### src/rtl/tone_pkg.sv
`default_nettype none
// ============================================================================
// Module  : tone_pkg
// Brief   : Shared FSM encoding, frequency limits and beat divider helper.
// Revision: 1.0
// ============================================================================
package tone_pkg;

    typedef enum logic [1:0] {
        ST_SILENT = 2'd0,
        ST_DIVIDE = 2'd1,
        ST_PLAY   = 2'd2
    } tone_state_t;

    localparam int unsigned FREQ_MIN_DEF = 20;
    localparam int unsigned FREQ_MAX_DEF = 20000;
    localparam logic [31:0] REST         = 32'd0;

    function automatic int unsigned beat_half(input int unsigned clk_hz,
                                              input int unsigned beat_hz);
        return clk_hz / (2 * beat_hz);
    endfunction

endpackage
`default_nettype wire

### src/rtl/udiv32_seq.sv
`default_nettype none
// ============================================================================
// Module  : udiv32_seq
// Brief   : 32-bit restoring divider, one quotient bit per clock.
// Revision: 1.0
// ============================================================================
module udiv32_seq (
    input  logic        clk,
    input  logic        reset,
    input  logic        start,
    input  logic [31:0] dividend,
    input  logic [31:0] divisor,
    output logic        busy,
    output logic        done,
    output logic [31:0] quotient
);

    logic [31:0] r_rem;
    logic [31:0] r_quo;
    logic [31:0] r_div;
    logic [4:0]  r_cnt;
    logic        r_busy;
    logic        r_done;
    logic [32:0] w_shift;
    logic [32:0] w_trial;

    assign w_shift = {r_rem, r_quo[31]};
    assign w_trial = w_shift - {1'b0, r_div};

    always_ff @(posedge clk or negedge reset) begin
        if (!reset) begin
            r_rem  <= '0;
            r_quo  <= '0;
            r_div  <= '0;
            r_cnt  <= '0;
            r_busy <= 1'b0;
            r_done <= 1'b0;
        end else begin
            r_done <= 1'b0;
            if (start) begin
                r_rem  <= '0;
                r_quo  <= dividend;
                r_div  <= divisor;
                r_cnt  <= '0;
                r_busy <= 1'b1;
            end else if (r_busy) begin
                // Borrow out of the trial subtraction means "restore".
                if (w_trial[32]) begin
                    r_rem <= w_shift[31:0];
                    r_quo <= {r_quo[30:0], 1'b0};
                end else begin
                    r_rem <= w_trial[31:0];
                    r_quo <= {r_quo[30:0], 1'b1};
                end
                r_cnt <= r_cnt + 5'd1;
                if (r_cnt == 5'd31) begin
                    r_busy <= 1'b0;
                    r_done <= 1'b1;
                end
            end
        end
    end

    assign busy     = r_busy;
    assign done     = r_done;
    assign quotient = r_quo;

endmodule
`default_nettype wire

### src/rtl/tone_player.sv
`default_nettype none
// ============================================================================
// Module  : tone_player
// Brief   : Frequency word to glitch-free square-wave speaker drive + beat clock.
// Revision: 1.0
// ============================================================================
module tone_player
    import tone_pkg::*;
#(
    parameter int unsigned CLK_HZ   = 100_000_000,
    parameter int unsigned BEAT_HZ  = 8,
    parameter int unsigned FREQ_MIN = FREQ_MIN_DEF,
    parameter int unsigned FREQ_MAX = FREQ_MAX_DEF
) (
    input  logic        clk,
    input  logic        reset,
    input  logic        enable,
    input  logic [31:0] freq_in,
    output logic        beat,
    output logic        beat_pulse,
    output logic        audio,
    output logic        note_active,
    output logic        range_err
);

    localparam int unsigned BEAT_HALF = beat_half(CLK_HZ, BEAT_HZ);
    localparam int unsigned BEAT_W    = (BEAT_HALF > 1) ? $clog2(BEAT_HALF) : 1;

    logic [BEAT_W-1:0] r_beat_cnt;
    logic              r_beat;
    logic              r_beat_pulse;

    always_ff @(posedge clk or negedge reset) begin
        if (!reset) begin
            r_beat_cnt   <= '0;
            r_beat       <= 1'b0;
            r_beat_pulse <= 1'b0;
        end else begin
            r_beat_pulse <= 1'b0;
            if (enable) begin
                if (r_beat_cnt == BEAT_W'(BEAT_HALF - 1)) begin
                    r_beat_cnt   <= '0;
                    r_beat       <= ~r_beat;
                    r_beat_pulse <= ~r_beat;
                end else begin
                    r_beat_cnt <= r_beat_cnt + 1'b1;
                end
            end
        end
    end

    tone_state_t state, state_next;
    logic [31:0] r_freq;
    logic [31:0] r_half;
    logic [31:0] r_half_next;
    logic [31:0] r_tone_cnt;
    logic        r_audio;
    logic        r_note;
    logic        r_err;
    logic        r_pending;
    logic        r_stopping;

    logic        w_change;
    logic        w_valid;
    logic        w_bad;
    logic        w_tone_tc;
    logic        w_latch;
    logic        w_div_start;
    logic        w_load_first;
    logic        w_set_stop;
    logic        w_end;
    logic [31:0] w_div_freq;
    logic [31:0] w_quo_half;
    logic        div_busy;
    logic        div_done;
    logic [31:0] div_quo;

    assign w_change   = (freq_in != r_freq);
    assign w_valid    = (freq_in >= FREQ_MIN) && (freq_in <= FREQ_MAX);
    assign w_bad      = (freq_in != REST) && !w_valid;
    assign w_tone_tc  = (r_tone_cnt == r_half - 32'd1);
    assign w_div_freq = w_latch ? freq_in : r_freq;
    assign w_quo_half = (div_quo == 32'd0) ? 32'd1 : div_quo;

    udiv32_seq u_div (
        .clk      (clk),
        .reset    (reset),
        .start    (w_div_start),
        .dividend (32'(CLK_HZ)),
        .divisor  (w_div_freq << 1),
        .busy     (div_busy),
        .done     (div_done),
        .quotient (div_quo)
    );

    always_ff @(posedge clk or negedge reset) begin
        if (!reset) state <= ST_SILENT;
        else        state <= state_next;
    end

    always_comb begin
        state_next   = state;
        w_latch      = 1'b0;
        w_div_start  = 1'b0;
        w_load_first = 1'b0;
        w_set_stop   = 1'b0;
        w_end        = 1'b0;
        if (!enable) begin
            state_next = ST_SILENT;
        end else begin
            case (state)
                ST_SILENT: begin
                    if (w_change) begin
                        w_latch = 1'b1;
                        if (w_valid) begin
                            w_div_start = 1'b1;
                            state_next  = ST_DIVIDE;
                        end
                    end
                end
                ST_DIVIDE: begin
                    if (w_change) begin
                        w_latch = 1'b1;
                        if (w_valid) w_div_start = 1'b1;
                        else         state_next  = ST_SILENT;
                    end else if (div_done) begin
                        w_load_first = 1'b1;
                        state_next   = ST_PLAY;
                    end else if (!div_busy) begin
                        w_div_start = 1'b1;
                    end
                end
                ST_PLAY: begin
                    if (w_change) begin
                        w_latch = 1'b1;
                        if (w_valid) w_div_start = 1'b1;
                        else         w_set_stop  = 1'b1;
                    end
                    // A rest only ends the note on a high->low toggle.
                    if (w_tone_tc && r_audio && r_stopping && !w_div_start) begin
                        w_end      = 1'b1;
                        state_next = ST_SILENT;
                    end
                end
                default: state_next = ST_SILENT;
            endcase
        end
    end

    always_ff @(posedge clk or negedge reset) begin
        if (!reset) begin
            r_freq      <= REST;
            r_half      <= '0;
            r_half_next <= '0;
            r_tone_cnt  <= '0;
            r_audio     <= 1'b0;
            r_note      <= 1'b0;
            r_err       <= 1'b0;
            r_pending   <= 1'b0;
            r_stopping  <= 1'b0;
        end else if (!enable) begin
            r_freq     <= REST;
            r_tone_cnt <= '0;
            r_audio    <= 1'b0;
            r_note     <= 1'b0;
            r_pending  <= 1'b0;
            r_stopping <= 1'b0;
        end else begin
            if (w_latch)          r_freq <= freq_in;
            if (w_latch && w_bad) r_err  <= 1'b1;
            case (state)
                ST_SILENT: begin
                    r_tone_cnt <= '0;
                    r_audio    <= 1'b0;
                    r_note     <= 1'b0;
                    r_pending  <= 1'b0;
                    r_stopping <= 1'b0;
                end
                ST_DIVIDE: begin
                    if (w_load_first) begin
                        r_half     <= w_quo_half;
                        r_tone_cnt <= '0;
                        r_note     <= 1'b1;
                    end
                end
                ST_PLAY: begin
                    if (w_end) begin
                        r_tone_cnt <= '0;
                        r_audio    <= 1'b0;
                        r_note     <= 1'b0;
                        r_pending  <= 1'b0;
                        r_stopping <= 1'b0;
                    end else begin
                        // New half-period only takes effect on a toggle boundary.
                        if (w_tone_tc) begin
                            r_tone_cnt <= '0;
                            r_audio    <= ~r_audio;
                            if (r_pending) begin
                                r_half    <= r_half_next;
                                r_pending <= 1'b0;
                            end
                        end else begin
                            r_tone_cnt <= r_tone_cnt + 32'd1;
                        end
                        if (w_div_start) begin
                            r_pending  <= 1'b0;
                            r_stopping <= 1'b0;
                        end else begin
                            if (w_set_stop) r_stopping <= 1'b1;
                            if (div_done && !r_stopping && !w_set_stop) begin
                                r_half_next <= w_quo_half;
                                r_pending   <= 1'b1;
                            end
                        end
                    end
                end
                default: ;
            endcase
        end
    end

    assign beat        = r_beat;
    assign beat_pulse  = r_beat_pulse;
    assign audio       = r_audio & enable;
    assign note_active = r_note & enable;
    assign range_err   = r_err;

endmodule
`default_nettype wire

### config.mk
export PLATFORM = sky130hd
export DESIGN_NAME = tone_player
export DESIGN_NICKNAME = d
export VERILOG_FILES = /design/src/rtl/tone_pkg.sv /design/src/rtl/udiv32_seq.sv /design/src/rtl/tone_player.sv
export SDC_FILE = /design/constraint.sdc
export NUM_CORES = 1
export LEC_CHECK = 0
export ABC_AREA = 1
export BUFFER_PORTS_ARGS = -buffer_cell sky130_fd_sc_hd__buf_2
export CAP_MARGIN = 25
export CORE_AREA = 2 2 244 198
export CTS_BUF_LIST = sky130_fd_sc_hd__clkbuf_2
export DETAILED_ROUTE_END_ITERATION = 6
export DIE_AREA = 0 0 246 200
export GPL_TIMING_DRIVEN = 1
export SLEW_MARGIN = 15
export SYNTH_ARGS = -nofsm -noshare
export SYNTH_HDL_FRONTEND = slang
export SYNTH_SLANG_ARGS = --single-unit
### constraint.sdc
create_clock -name clk -period 2.8 [get_ports clk]
set_input_delay 0.14 -clock clk [delete_from_list [all_inputs] [get_ports clk]]
set_output_delay 0.14 -clock clk [all_outputs]
set_load 0.02 [all_outputs]
==> flow_results.org <==
** Run
- Number of violations of the max-capacitance limit :: 0

** Synth
- A synthesized cell averages 7.31 um^2.
- The mapped netlist covers 0.0162 mm^2.
- The top cell type by area accounts for 40.6% of the synthesized area.
- When the netlist entered floorplanning its net count stood at 2281.
- The netlist uses 53 different library cells.
- Synthesis produced 2209 cells.
- The largest total area in the synthesized netlist belongs to dfrtp_1.
- The share of the Yosys chip area taken by registers is 40.6%.
- After synthesis the netlist holds a flip-flop and latch count of 262.
- Top cells by area, synth :: dfrtp_1, nand2_1, inv_1
- The Yosys step of the flow raised 0 warnings.

** Timing
- Final number of max-transition violations :: 0
- Tightest Pin Transition :: 0.679 ns
- Finish-stage setup viols :: 0
- Final period util :: 100%
- Clock period minus worst slack :: 2.80 ns
- Worst Setup Slack, final :: 0.000846 ns
- The count of endpoints failing hold in the final timing report was 0.
- Based on the critical path, the design can be clocked at up to 357 MHz.
- Max-slew headroom :: 54.3%
- Final worst clock skew :: 0.0814 ns
- Unrepaired setup endpoints after global routing :: true

** Worst setup path
- Start of the worst register-to-register path :: r_half[1]
- Worst endpoint data arrival time :: 3.73 ns
- Cells on worst reg2reg path :: 19
- Required time of the worst setup path :: 3.73 ns
- Of all nets on the critical path, the largest fanout is 8.
- The critical path is of the flop to flop type.
- STA classifies the critical path endpoint as a flop.
- FF-to-FF setup slack :: 0.0008 ns
- Sort of element at the start of the critical path :: flop
- The endpoint identified for the worst register-to-register timing path is r_half[31].

** Drt
- Mean number of vias per cell :: 5.10
- First-pass iteration count of the detailed router :: 6
- The routed design has 49.2 mm of wire.
- WL per Instance :: 16.0 um
- DRC marker count from the first detailed-route iteration :: 1244
- Final ANT Viol Nets :: 0
- Total vias in the final route :: 15700
- In the routed design, unresolved DRC markers number 0.

** Placed design
- Total instance count after detailed placement :: 2857
- IO buf count :: 39
- DP HPWL :: 33.2 mm
- Placer's final routability congestion estimate :: 0.895
- Setup WS pre-CTS :: -0.0501 ns

** Pwr
- Power per cell area :: 868 mW/mm^2
- VDD sags by at most 0.000458 V.
- Leak :: 0.00922 uW
- Overall power consumption after layout is estimated at 17000 uW.

** Global routing
- The number of antenna violations at the first check in global routing came to 1.
- The first global-routing pass estimated 80.0 mm of wire.
- Number of global-route vias before repair :: 15200
- Aggregate global-route resource usage :: 20.2%
- Summed over all layers, the global routing overflow is 0.
- Largest net degree at the start of global routing :: 66

** Clock tree
- CTS root buf :: clkbuf_2
- TritonCTS created 77 clock buffers.
- Latest clock arrival within the worst-skew pair :: 1.02 ns
- TritonCTS built the clock tree.
- Number of levels in the clock H-tree :: 3
- Number of buffers on the longest clock path :: 3
- Clock tree synthesis found a total of 262 sinks.
- Clock slew seen by the registers of the worst setup and hold paths :: 0.10 ns

** Hold path
- In this run the worst hold path is classified as input pin to flop.
- Destination of the worst hold path :: r_freq[29]
- The startpoint identified for the worst hold timing path is freq_in[29].
- Cell count of the worst hold path :: 4

** Floorplan
- After floorplanning, the core was sized to cover 0.0466 mm^2.
- The die is 246 um wide.
- From bottom edge to top edge, the die measures 200 um.
- For this configuration, the core starts out at a cell density of 34.6%.
- The floorplan has 71 rows.
- Ports placed on the boundary :: 40
- The die covers 0.0492 mm^2.

** Final layout
- Cells with a size suffix above 1 make up 15.6% of the layout.
- Most common cell after layout, fill and taps aside :: nand2_1
- Layout Cells excl Fill :: 3073
- Utilization after layout :: 41.9%
- NumNets Final :: 2468
- Relative to the synthesized area, the layout overhead comes to 20.8%.
- In the layout the commonest cells are nand2_1, inv_1, dfrtp_1.

** Run status
- Run status :: complete, no violations
[metrics by stage]
| stage | instance area [um^2] | setup TNS (ns) | hold WS, ns |
|---|---|---|---|
| after global placement | 17500 | -0.227 | 0.149 |
| after detailed placement | 17500 | -0.980 | 0.159 |
| after floorplan | 16200 | 0 | -0.156 |
| after CTS | 19000 | 0 | 0.00106 |
| final | 19500 | 0 | 0.144 |
| after global routing | 19500 | -6.58 | 0.102 |
[routing by layer]
layer	up-vias	part of all wire, %	track usage (%)
met5	-	0	0
met4	0	1.9	5.97
met3	77	6.3	3.62
met2	479	42	29.8
met1	7470	49	30.1
li1	7636	-	-
[synthesized netlist by cell type, drive strengths merged]
cell type	count
a21o	4
a21boi	5
nor4	26
nor3	47
dfrtp	262
o21ai	182
o211ai	4
o22ai	58
clkinv	3
o221a	1
nor2	224
a22o	2
inv	311
and3	3
xnor3	1
o221ai	2
a22oi	1
a211oi	2
and2	3
mux2i	4
nand3b	2
o21bai	40
or2	9
nand2	529
o21a	2
ha	36
a21oi	60
nand4	71
fa	1
buf	34
xor2	88
clkbuf	43
xnor2	23
o211a	2
nand3	114
a31o	3
a31oi	6
a2bb2oi	1
[critical path, stage by stage (launching register included)]
cell and delay, ns:
dfrtp_2 0.45, inv_2 0.09, ha_4 0.15, nand2_4 0.07, nor2_4 0.15, buf_12 0.14, nand3_4 0.08, o21ai_2 0.13
nand2_1 0.08, nor2_2 0.14, nand2_1 0.07, nor2_2 0.13, nand3_2 0.10, nor2_4 0.18, buf_6 0.14, nand4_4 0.14
buf_6 0.19, nand3_4 0.15, nand2_1 0.08, nand2_1 0.05
[cell type report]
class | instances | area [um^2]
flip-flops and latches | 262 | 6570
diodes | 1 | 2.50
repair buffers | 182 | 1730
multi-input cells | 1559 | 8510
clock buffers | 116 | 581
clock inverters | 19 | 168
inverters | 314 | 1180
well taps | 620 | 776
fillers | 4788 | 27100
[worst max-delay path by stage]
| stage | startpoint | end | slack [ns] |
|---|---|---|---|
| floorplan | u_div.r_div[1] | u_div.r_rem[23] | 0.30 |
| global placement | u_div.r_div[23] | u_div.r_rem[31] | -0.06 |
| detailed placement | r_half[1] | r_half[21] | -0.05 |
| CTS | r_half[1] | r_half_next[4] | 0.006 |
| global route | r_half[1] | r_half[27] | -0.17 |
| finish | r_half[1] | r_half[31] | 0.0008 |
[cell families after synthesis]
kind of cell	after synthesis	synth area share [%]
and+or+nand+nor	1028	27.3
buffers and inverters	391	9.45
AOI/OAI and AO/OA	375	13.3
DFF	262	40.6
xor gates and xnor gates	112	6.16
adders and majority gates	37	2.91
muxes	4	0.248
[flip-flops by register name, summed over array words and instances, names as in the netlist]
| signal | flops |
|---|---|
| r_freq | 32 |
| r_half | 32 |
| r_half_next | 32 |
| r_tone_cnt | 32 |
| u_div.quotient | 32 |
| u_div.r_rem | 32 |
| u_div.r_div | 31 |
| r_beat_cnt | 23 |
| u_div.r_cnt | 5 |
| state | 2 |
| beat | 1 |
| beat_pulse | 1 |
| r_audio | 1 |
| r_note | 1 |
| r_pending | 1 |
| r_stopping | 1 |
| range_err | 1 |
| u_div.busy | 1 |
| u_div.done | 1 |
[power breakdown]
group	total, uW	internal (uW)	leakage, uW	switching (uW)
logic	8250	3230	0.00540	5020
clock network	3170	1390	0.000565	1780
registers	5530	4610	0.00325	919
total	17000	9230	0.00922	7720
[repair_timing]
item | 4_1_cts | 5_1_grt
pin swaps | 2 | 22
endpoints found under the hold margin | 409 | 0
buffers inserted | 6 | 11
resized for setup | 13 | 120
hold buffers | 59 | 0
gates cloned | 3 | 3
setup endpoints to repair | 76 | 130
Note: power is estimated with default switching activity, not from simulation.
